`src/rtl/tri_setup_if.sv`:
```
// Vertex capture handshake and setup result bundle between the vertex stage
// and the rasterizer; signal names match the original flat port list.
interface tri_setup_if;
  logic               start;
  logic        [9:0]  ax, ay, bx, by, cx, cy;
  logic               busy;
  logic               out_valid;
  logic               out_ready;
  logic        [9:0]  min_x, max_x, min_y, max_y;
  logic signed [10:0] e0_a, e0_b, e1_a, e1_b, e2_a, e2_b;
  logic signed [20:0] e0_c, e1_c, e2_c;
  logic signed [22:0] area;
  logic               degenerate;

  modport master (
    output start, ax, ay, bx, by, cx, cy, out_ready,
    input  busy, out_valid, min_x, max_x, min_y, max_y,
           e0_a, e0_b, e1_a, e1_b, e2_a, e2_b, e0_c, e1_c, e2_c, area, degenerate
  );

  modport slave (
    input  start, ax, ay, bx, by, cx, cy, out_ready,
    output busy, out_valid, min_x, max_x, min_y, max_y,
           e0_a, e0_b, e1_a, e1_b, e2_a, e2_b, e0_c, e1_c, e2_c, area, degenerate
  );
endinterface

```
`src/rtl/tri_setup.sv`:
```
// Triangle setup: clamped bounding box, edge equation coefficients and doubled
// signed area, using a single shared 10x10 multiplier over six cycles.
module tri_setup (
  input  logic     clk_pix,
  input  logic     rst,
  tri_setup_if.slave bus
);

  typedef enum logic [2:0] {
    S_IDLE,
    S_BBOX,
    S_MUL,
    S_AREA,
    S_VALID
  } state_t;

  localparam logic [9:0] X_LIMIT = 10'd639;
  localparam logic [9:0] Y_LIMIT = 10'd479;

  state_t             state;
  logic [2:0]         cnt;
  logic [9:0]         ax_r, ay_r, bx_r, by_r, cx_r, cy_r;
  logic [19:0]        prod_hold;
  logic [9:0]         mul_a, mul_b;
  logic [19:0]        prod;
  logic signed [20:0] c_diff;
  logic signed [22:0] area_sum;

  function automatic logic [9:0] min3(input logic [9:0] p, q, r);
    logic [9:0] m;
    m = (p < q) ? p : q;
    return (m < r) ? m : r;
  endfunction

  function automatic logic [9:0] max3(input logic [9:0] p, q, r);
    logic [9:0] m;
    m = (p > q) ? p : q;
    return (m > r) ? m : r;
  endfunction

  function automatic logic [9:0] clamp(input logic [9:0] v, input logic [9:0] lim);
    return (v > lim) ? lim : v;
  endfunction

  function automatic logic signed [10:0] sdiff(input logic [9:0] p, input logic [9:0] q);
    return $signed({1'b0, p}) - $signed({1'b0, q});
  endfunction

  // Even counts fetch the first product of a pair, odd counts the second.
  always_comb begin
    mul_a = ax_r;
    mul_b = cy_r;
    case (cnt)
      3'd0:    begin mul_a = ax_r; mul_b = by_r; end
      3'd1:    begin mul_a = bx_r; mul_b = ay_r; end
      3'd2:    begin mul_a = bx_r; mul_b = cy_r; end
      3'd3:    begin mul_a = cx_r; mul_b = by_r; end
      3'd4:    begin mul_a = cx_r; mul_b = ay_r; end
      default: begin mul_a = ax_r; mul_b = cy_r; end
    endcase
  end

  assign prod     = {10'd0, mul_a} * {10'd0, mul_b};
  assign c_diff   = $signed({1'b0, prod_hold}) - $signed({1'b0, prod});
  assign area_sum = {{2{bus.e0_c[20]}}, bus.e0_c}
                  + {{2{bus.e1_c[20]}}, bus.e1_c}
                  + {{2{bus.e2_c[20]}}, bus.e2_c};

  always_ff @(posedge clk_pix) begin
    if (rst) begin
      state          <= S_IDLE;
      cnt            <= '0;
      ax_r           <= '0;
      ay_r           <= '0;
      bx_r           <= '0;
      by_r           <= '0;
      cx_r           <= '0;
      cy_r           <= '0;
      prod_hold      <= '0;
      bus.busy       <= 1'b0;
      bus.out_valid  <= 1'b0;
      bus.min_x      <= '0;
      bus.max_x      <= '0;
      bus.min_y      <= '0;
      bus.max_y      <= '0;
      bus.e0_a       <= '0;
      bus.e0_b       <= '0;
      bus.e1_a       <= '0;
      bus.e1_b       <= '0;
      bus.e2_a       <= '0;
      bus.e2_b       <= '0;
      bus.e0_c       <= '0;
      bus.e1_c       <= '0;
      bus.e2_c       <= '0;
      bus.area       <= '0;
      bus.degenerate <= 1'b0;
    end else begin
      case (state)
        S_IDLE: begin
          // The capture edge doubles as the CAPTURE step, keeping VALID at +8.
          if (bus.start) begin
            ax_r     <= bus.ax;
            ay_r     <= bus.ay;
            bx_r     <= bus.bx;
            by_r     <= bus.by;
            cx_r     <= bus.cx;
            cy_r     <= bus.cy;
            bus.busy <= 1'b1;
            state    <= S_BBOX;
          end
        end
        S_BBOX: begin
          bus.min_x <= clamp(min3(ax_r, bx_r, cx_r), X_LIMIT);
          bus.max_x <= clamp(max3(ax_r, bx_r, cx_r), X_LIMIT);
          bus.min_y <= clamp(min3(ay_r, by_r, cy_r), Y_LIMIT);
          bus.max_y <= clamp(max3(ay_r, by_r, cy_r), Y_LIMIT);
          bus.e0_a  <= sdiff(ay_r, by_r);
          bus.e0_b  <= sdiff(bx_r, ax_r);
          bus.e1_a  <= sdiff(by_r, cy_r);
          bus.e1_b  <= sdiff(cx_r, bx_r);
          bus.e2_a  <= sdiff(cy_r, ay_r);
          bus.e2_b  <= sdiff(ax_r, cx_r);
          cnt       <= '0;
          state     <= S_MUL;
        end
        S_MUL: begin
          case (cnt)
            3'd1:    bus.e0_c  <= c_diff;
            3'd3:    bus.e1_c  <= c_diff;
            3'd5:    bus.e2_c  <= c_diff;
            default: prod_hold <= prod;
          endcase
          if (cnt == 3'd5) begin
            cnt   <= '0;
            state <= S_AREA;
          end else begin
            cnt <= cnt + 3'd1;
          end
        end
        S_AREA: begin
          bus.area       <= area_sum;
          bus.degenerate <= (area_sum == '0);
          bus.out_valid  <= 1'b1;
          state          <= S_VALID;
        end
        S_VALID: begin
          if (bus.out_ready) begin
            bus.out_valid <= 1'b0;
            bus.busy      <= 1'b0;
            state         <= S_IDLE;
          end
        end
        default: begin
          bus.busy      <= 1'b0;
          bus.out_valid <= 1'b0;
          state         <= S_IDLE;
        end
      endcase
    end
  end

endmodule

```
`src/flat_wrapper.sv`:
```
// flat-port wrapper written by rule: the top's interface ports become plain ports
module tri_setup_flat 
  (clk_pix, rst, bus_start, bus_ax, bus_ay, bus_bx, bus_by, bus_cx, bus_cy, bus_out_ready, bus_busy, bus_out_valid, bus_min_x, bus_max_x, bus_min_y, bus_max_y, bus_e0_a, bus_e0_b, bus_e1_a, bus_e1_b, bus_e2_a, bus_e2_b, bus_e0_c, bus_e1_c, bus_e2_c, bus_area, bus_degenerate);
  tri_setup_if bus_i ();
  input  logic clk_pix;
  input  logic rst;
  input wire logic [$bits(bus_i.start)-1:0] bus_start;
  input wire logic [$bits(bus_i.ax)-1:0] bus_ax;
  input wire logic [$bits(bus_i.ay)-1:0] bus_ay;
  input wire logic [$bits(bus_i.bx)-1:0] bus_bx;
  input wire logic [$bits(bus_i.by)-1:0] bus_by;
  input wire logic [$bits(bus_i.cx)-1:0] bus_cx;
  input wire logic [$bits(bus_i.cy)-1:0] bus_cy;
  input wire logic [$bits(bus_i.out_ready)-1:0] bus_out_ready;
  output wire logic [$bits(bus_i.busy)-1:0] bus_busy;
  output wire logic [$bits(bus_i.out_valid)-1:0] bus_out_valid;
  output wire logic [$bits(bus_i.min_x)-1:0] bus_min_x;
  output wire logic [$bits(bus_i.max_x)-1:0] bus_max_x;
  output wire logic [$bits(bus_i.min_y)-1:0] bus_min_y;
  output wire logic [$bits(bus_i.max_y)-1:0] bus_max_y;
  output wire logic [$bits(bus_i.e0_a)-1:0] bus_e0_a;
  output wire logic [$bits(bus_i.e0_b)-1:0] bus_e0_b;
  output wire logic [$bits(bus_i.e1_a)-1:0] bus_e1_a;
  output wire logic [$bits(bus_i.e1_b)-1:0] bus_e1_b;
  output wire logic [$bits(bus_i.e2_a)-1:0] bus_e2_a;
  output wire logic [$bits(bus_i.e2_b)-1:0] bus_e2_b;
  output wire logic [$bits(bus_i.e0_c)-1:0] bus_e0_c;
  output wire logic [$bits(bus_i.e1_c)-1:0] bus_e1_c;
  output wire logic [$bits(bus_i.e2_c)-1:0] bus_e2_c;
  output wire logic [$bits(bus_i.area)-1:0] bus_area;
  output wire logic [$bits(bus_i.degenerate)-1:0] bus_degenerate;
  assign bus_i.start = bus_start;
  assign bus_i.ax = bus_ax;
  assign bus_i.ay = bus_ay;
  assign bus_i.bx = bus_bx;
  assign bus_i.by = bus_by;
  assign bus_i.cx = bus_cx;
  assign bus_i.cy = bus_cy;
  assign bus_i.out_ready = bus_out_ready;
  assign bus_busy = bus_i.busy;
  assign bus_out_valid = bus_i.out_valid;
  assign bus_min_x = bus_i.min_x;
  assign bus_max_x = bus_i.max_x;
  assign bus_min_y = bus_i.min_y;
  assign bus_max_y = bus_i.max_y;
  assign bus_e0_a = bus_i.e0_a;
  assign bus_e0_b = bus_i.e0_b;
  assign bus_e1_a = bus_i.e1_a;
  assign bus_e1_b = bus_i.e1_b;
  assign bus_e2_a = bus_i.e2_a;
  assign bus_e2_b = bus_i.e2_b;
  assign bus_e0_c = bus_i.e0_c;
  assign bus_e1_c = bus_i.e1_c;
  assign bus_e2_c = bus_i.e2_c;
  assign bus_area = bus_i.area;
  assign bus_degenerate = bus_i.degenerate;
  tri_setup u_core (.clk_pix(clk_pix), .rst(rst), .bus(bus_i));
endmodule
```
`config.mk`:
```
export PLATFORM = sky130hd
export DESIGN_NAME = tri_setup_flat
export DESIGN_NICKNAME = d
export VERILOG_FILES = /design/src/rtl/tri_setup_if.sv /design/src/rtl/tri_setup.sv /design/src/flat_wrapper.sv
export SDC_FILE = /design/constraint.sdc
export NUM_CORES = 1
export LEC_CHECK = 0
export ABC_AREA = 0
export ABC_CLOCK_PERIOD_IN_PS = 12050
export CORE_MARGIN = 2
export CORE_UTILIZATION = 40
export DETAILED_ROUTE_END_ITERATION = 12
export PLACE_DENSITY = 0.71
export SLEW_MARGIN = 30
export SYNTH_ARGS = -nofsm -noshare
export SYNTH_HDL_FRONTEND = slang
export SYNTH_SLANG_ARGS = --single-unit
```
`constraint.sdc`:
```
create_clock -name clk_pix -period 12.05 [get_ports clk_pix]
set_input_delay 2.41 -clock clk_pix [delete_from_list [all_inputs] [get_ports clk_pix]]
set_output_delay 2.41 -clock clk_pix [all_outputs]
set_load 0.05 [all_outputs]
```
==> results of run 1 <==
-- layout make-up --
| class | count | area, um2 |
|---|---|---|
| fillers | 4942 | 26000 |
| flip-flops and latches | 281 | 5630 |
| inverters | 204 | 766 |
| clock inverters | 14 | 251 |
| well taps | 680 | 851 |
| clock buffers | 48 | 1000 |
| multi-input cells | 2032 | 13800 |
| repair buffers | 274 | 2700 |
-- worst paths after layout --
path,end,cells after the start
setup / recovery,u_core.bus.e1_c[19],32
hold / removal,u_core.bus.e0_b[4],2
setup reg to reg,u_core.bus.e1_c[19],32
hold reg to reg,u_core.bus.e0_b[4],2
-- power by group through the flow --
| stage | sequential, uW | combinational, uW | clock, uW |
|---|---|---|---|
| after floorplan | 1170 | 849 | 0 |
| after global placement | 1080 | 1310 | 0 |
| after detailed placement | 1080 | 1330 | 0 |
| after CTS | 1060 | 1340 | 1180 |
| after global routing | 1070 | 1470 | 1220 |
| final | 1060 | 1350 | 1170 |
-- layout by cell type (no fill, tap or decap), types with 41 or more instances in the layout --
cell type,netlist,layout
fa_1,71,71
nor2_1,213,212
clkdlybuf4s50_1,0,257
dfxtp_1,281,280
nand3_1,44,44
xnor2_1,55,55
ha_1,210,210
nand2_1,406,405
a21o_1,61,61
a21oi_1,335,333
a211oi_1,57,57
xor2_1,43,43
o21ai_0,124,124
inv_1,202,202
nor3_1,44,41
-- registers in the layout, indices dropped and copies added (netlist names), 20 cells and up --
name / count
u_core.bus.e2_c: 21
u_core.prod_hold: 20
u_core.bus.area: 23
u_core.bus.e0_c: 21
u_core.bus.e1_c: 21
-- worst max-delay path, delay by kind of cell (launching register included) --
family                     cells  cell delay (ns)
and+or+nand+nor                6             1.69
AOI/OAI and AO/OA             14             3.72
buffers and inverters          4             0.40
DFF                            1             0.30
adders and majority gates      7             3.23
xor gates and xnor gates       1             0.17
-- per-stage QoR --
step                      utilization, %  setup WS, ns  cells  hold WS [ns]
after global placement              46.4          2.33   3470         0.441
after CTS                           48.9          2.01   3533         0.454
final                               49.0          2.45   3533         0.453
after floorplan                        -          3.93   2629         0.436
after global routing                49.0          1.67   3533         0.470
after detailed placement            46.4          2.10   3471         0.445
-- cells by family after synthesis --
group	after synthesis
and+or+nand+nor	877
muxes	38
AOI/OAI and AO/OA	735
buffers and inverters	316
xor gates and xnor gates	100
adders and majority gates	282
DFF	281
-- layer usage --
metal,part of all wire (%),up-vias
met1,45,9293
met3,6.8,124
li1,-,9466
met4,3.3,0
met2,45,653
met5,0,-
==> qor.csv, run 1 <==
stage,metric,value,unit
status,status,"finished, final reports clean",
yosys,Post-Synth Simple-Gate Area,18.9,%
yosys,Syn. warnings,0,
sta,final slew viol count,0,
clock_network,TritonCTS clock tree,done,
run,max-cap violation count,0,
setup_path,critical path launch point,u_core.cnt[1],
drt,Residual DRC,0,
power_and_ir_drop,switching pwr,1380,uW
yosys,"Cell Area, Synth",20500,um2
global_route,met1 Use GR,34.2,%
sta,crit share post-route,79.7,%
setup_path,CP most frequent cell,fa_1,
power_and_ir_drop,Pwr Density,143,nW/um2
yosys,Synth Instances,2629,
yosys,number of synthesized flops with an enable pin,0,
floorplanning,num ports,259,
yosys,adder-cell share of the synthesized area,19.8,%
clock_network,worst-skew pair later-pin latency,0.57,ns
yosys,post-synth top area share,27.4,%
floorplanning,Core ar.,51000,um2
yosys,leading cell types by count after synthesis,"nand2_1 (406), a21oi_1 (335), dfxtp_1 (281), nor2_1 (213), ha_1 (210)",
yosys,post-synthesis mux area share,1.87,%
floorplanning,Initial Utilization,40.2,%
clock_network,CTS Buf Count,35,
clock_network,htree depth,2,
setup_path,Worst setup SP type,flip-flop,
power_and_ir_drop,VDD IR max,101,uV
global_route,number of global-route vias before repair,19100,
power_and_ir_drop,sequential fraction of design power,29.7,%
setup_path,R2R Setup Slk,2.45,ns
place,RePlAce Congestion,0.968,
power_and_ir_drop,internal power,2190,uW
yosys,Synth Area in Compound Gates,21.9,%
place,input/output buffers,258,
drt,post-DR vias/cell,5.53,
sta,Max-slew headroom,36.5,%
yosys,post-synthesis sequential area ratio,27.4,%
yosys,top_reg_cell synth,dfxtp_1,
place,DP HPWL,53.7,mm
clock_network,root buffer cell,clkbuf_16,
sta,measured slew at the worst slew-check pin,0.952,ns
clock_network,CTS Buffer Depth,3,
yosys,Avg Inst Size Synth,7.81,um2
drt,Initial DRT Pass Iterations,7,
clock_network,clock sinks,281,
drt,drt first-iter violations,1276,
yosys,main area contributors after synthesis,"dfxtp_1 (27%), ha_1 (13%), a21oi_1 (8.2%)",
global_route,total grt overflow,0,
yosys,Post-Synth XOR/XNOR Area,4.34,%
yosys,Synth cell types,82,
place,Placed Area,23700,um2
clock_network,setup bufs post-CTS,0,
power_and_ir_drop,LEAKAGE,0.0103,uW
finish,fin nets,3173,
floorplanning,Die ar.,53100,um2
floorplanning,die width,230,um
global_route,initial antenna violation count,0,
clock_network,clk slew on worst S/H paths,0.06,ns
global_route,GRT met2 Usage,40.7,%
yosys,"FF+latch count, synth",281,
setup_path,Worst Path Max Fanout,42,
sta,Final Skew,0.0276,ns
setup_path,CP max stage cell,a21oi_1,
finish,# diodes,0,
clock_network,post-CTS sizing,0,
setup_path,CP Capture Type,flip-flop,
power_and_ir_drop,"Power, Total",3580,uW
global_route,GR Util All Layers,25.6,%
finish,fraction of layout cells with a size suffix above 1,3.93,%
setup_path,critical path class,flip-flop to flip-flop,
drt,routed len/inst,19.6,um
global_route,largest net degree at the start of global routing,85,
sta,Fin Setup TNS,0,ns
setup_path,Critical R2R Launch,u_core.cnt[1],
finish,Area growth syn-to-layout,21.6,%
sta,fin crit period,9.60,ns
floorplanning,die height,230,um
yosys,most frequent cell after synthesis,nand2_1,
yosys,Post-Syn Nets,2974,
global_route,Global Route met3 Usage,5.41,%
sta,Fmax,0.104,GHz
drt,routed vias,19500,
power_and_ir_drop,sw frac,38.6,%
setup_path,CP max stage delay,0.76,ns
global_route,GRT Max-Usage Layer,met2,
yosys,largest area contributor in the netlist,dfxtp_1,
setup_path,Crit path arrival time,10.10,ns
setup_path,worst path required time,12.55,ns
finish,Final Cell Area,25000,um2
global_route,first-pass GRT wire length,107,mm
yosys,async set-or-reset flop fraction in the synthesized netlist,0,%
yosys,largest family of logic cells by synthesized area,compound AO/OA/AOI/OAI gates,
clock_network,hold-fix buffers at CTS,0,
sta,Final setup violation count,0,
power_and_ir_drop,Gate power share,37.7,%
floorplanning,num rows,83,
drt,Antenna Nets Post-Route,0,
drt,final WL,69.3,mm
power_and_ir_drop,clock power share,32.6,%
min_path,beginning of the worst hold path,u_core.bus.e0_b[4],
min_path,HP Class,flip-flop to flip-flop,
sta,RSZ-0062 raised after global routing,false,
sta,Final Hold Vio Count,0,
(Power assumes the default switching activity.)
==> inputs of run 2 (changes only) <==
Settings changed: ABC_CLOCK_PERIOD_IN_PS 12050 to 8300, PLACE_DENSITY 0.71 to 0.73.
Clock period 12.05 ns to 8.3 ns, I/O delays scaled along.
==> qor.csv, run 2 (synthesis results as in run 1) <==
stage,metric,value,unit
finish,# diodes,0,
power_and_ir_drop,sw frac,39.5,%
global_route,GR Util All Layers,24.1,%
drt,routed len/inst,18.4,um
sta,Fin Setup TNS,0,ns
clock_network,setup bufs post-CTS,0,
setup_path,CP Capture Type,flip-flop,
place,DP HPWL,50.4,mm
power_and_ir_drop,clock power share,28.3,%
sta,measured slew at the worst slew-check pin,0.928,ns
finish,fin nets,3221,
global_route,initial antenna violation count,0,
finish,Area growth syn-to-layout,22.9,%
global_route,total grt overflow,0,
sta,Fmax,0.126,GHz
drt,Antenna Nets Post-Route,0,
status,status,"finished, final reports clean",
power_and_ir_drop,VDD IR max,151,uV
sta,fin crit period,7.96,ns
global_route,first-pass GRT wire length,103,mm
finish,"commonest non-fill, non-tap cells in the layout","nand2_1 (405), a21oi_1 (334), dfxtp_1 (281), clkdlybuf4s50_1 (257), nor2_1 (211)",
floorplanning,num rows,83,
clock_network,root buffer cell,clkbuf_16,
clock_network,TritonCTS clock tree,done,
min_path,HP Class,flip-flop to flip-flop,
run,max-cap violation count,0,
finish,fraction of layout cells with a size suffix above 1,5.69,%
drt,Residual DRC,0,
power_and_ir_drop,Gate power share,41.4,%
power_and_ir_drop,internal power,3030,uW
floorplanning,num ports,259,
floorplanning,Initial Utilization,40.2,%
clock_network,clock sinks,281,
power_and_ir_drop,switching pwr,1980,uW
floorplanning,die height,230,um
finish,max reg flops,23,
power_and_ir_drop,LEAKAGE,0.0105,uW
setup_path,CP max stage delay,0.55,ns
clock_network,htree depth,1,
sta,Max-slew headroom,38.0,%
sta,Final Hold Vio Count,0,
finish,"most common cell after layout, fill and taps aside",nand2_1,
power_and_ir_drop,sequential fraction of design power,30.2,%
setup_path,Worst setup SP type,flip-flop,
place,input/output buffers,258,
setup_path,Worst Path Max Fanout,10,
drt,Initial DRT Pass Iterations,5,
setup_path,critical path class,flip-flop to flip-flop,
setup_path,CP max stage cell,fa_1,
setup_path,worst path required time,8.82,ns
place,RePlAce Congestion,0.978,
power_and_ir_drop,"Power, Total",5010,uW
clock_network,worst-skew pair later-pin latency,0.59,ns
clock_network,CTS Buf Count,31,
sta,Final setup violation count,0,
place,Setup WS pre-CTS,0.118,ns
drt,routed vias,19600,
sta,RSZ-0062 raised after global routing,true,
floorplanning,die width,230,um
drt,final WL,65.7,mm
sta,Final Skew,0.0164,ns
drt,post-DR vias/cell,5.46,
power_and_ir_drop,Pwr Density,199,nW/um2
floorplanning,Core ar.,51000,um2
clock_network,clk slew on worst S/H paths,0.06,ns
sta,Worst Slack Setup Final,0.336,ns
drt,drt first-iter violations,1664,
setup_path,Crit path arrival time,8.48,ns
global_route,largest net degree at the start of global routing,87,
floorplanning,Die ar.,53100,um2
global_route,number of global-route vias before repair,18600,
sta,final slew viol count,0,
finish,most flop-heavy register,u_core.bus.area,
sta,crit share post-route,96.0,%
clock_network,CTS Buffer Depth,3,
sta,worst hold margin,0.450,ns
==> run 2: layout make-up <==
cell class                      count  area [um2]
Fill cell                        4881       25800
Multi-Input combinational cell   2033       13800
Sequential cell                   281        5630
Timing Repair Buffer              325        3100
Clock buffer                       45         908
Tap cell                          680         851
Inverter                          204         766
Clock inverter                     11         134
==> run 2: worst max-delay path: cells and delay by family (launching register included) <==
kind / cells / cell delay [ns]
compound gates: 14 / 2.86
xor+xnor: 1 / 0.11
fa+ha+maj: 8 / 3.31
buf+inv: 4 / 0.35
flops: 1 / 0.37
simple gates: 6 / 0.90
==> run 2: per-stage QoR <==
stage	cell area, um2	utilization [%]	cells
floorplan	20500	-	2629
global placement	24100	47.2	3522
detailed placement	24100	47.2	3522
CTS	25100	49.2	3578
global route	25200	49.5	3579
finish	25200	49.5	3579
==> run 2: repair_timing <==
| item | CTS | global route |
|---|---|---|
| endpoints found under the setup margin | 0 | 21 |
| hold buffers | 0 | 0 |
| resized for setup | 0 | 21 |
==> run 2: power groups by stage <==
stage | Combinational, uW | Sequential, uW | Clock, uW
after floorplan | 1230 | 1700 | 0
after global placement | 1990 | 1540 | 0
after detailed placement | 2000 | 1540 | 0
after CTS | 2010 | 1510 | 1440
after global routing | 2250 | 1520 | 1500
final | 2070 | 1510 | 1420
==> run 2: per-layer routing <==
layer / track usage (%) / vias up / routed length (um)
met5: 0 / - / 0
met4: 7.82 / 0 / 2040
met3: 3.58 / 119 / 4730
met2: 38.9 / 639 / 29800
met1: 33.1 / 9227 / 29200
li1: - / 9570 / -
==> run 2: path summary, 6_finish.rpt <==
kind	startpoint	to	slack, ns	cells after the start
worst max-delay path	u_core.cnt[0]	u_core.bus.e2_c[19]	0.34	33
worst max register to register	u_core.cnt[0]	u_core.bus.e2_c[19]	0.34	33
worst min-delay path	u_core.bus.e1_b[3]	u_core.bus.e1_b[3]	0.45	2
worst min register to register	u_core.bus.e1_b[3]	u_core.bus.e1_b[3]	0.45	2
==> inputs of run 3 (changes only) <==
--- a/constraint.sdc
+++ b/constraint.sdc
@@ -3,2 +3,2 @@
 set_output_delay 1.66 -clock clk_pix [all_outputs]
-set_load 0.05 [all_outputs]
+set_load 0.005 [all_outputs]
==> results of run 3 <==
The final DEF is identical to that of run 2. Status: finished, final reports clean.
Among the figures that moved: total power 5010 uW -> 4820 uW
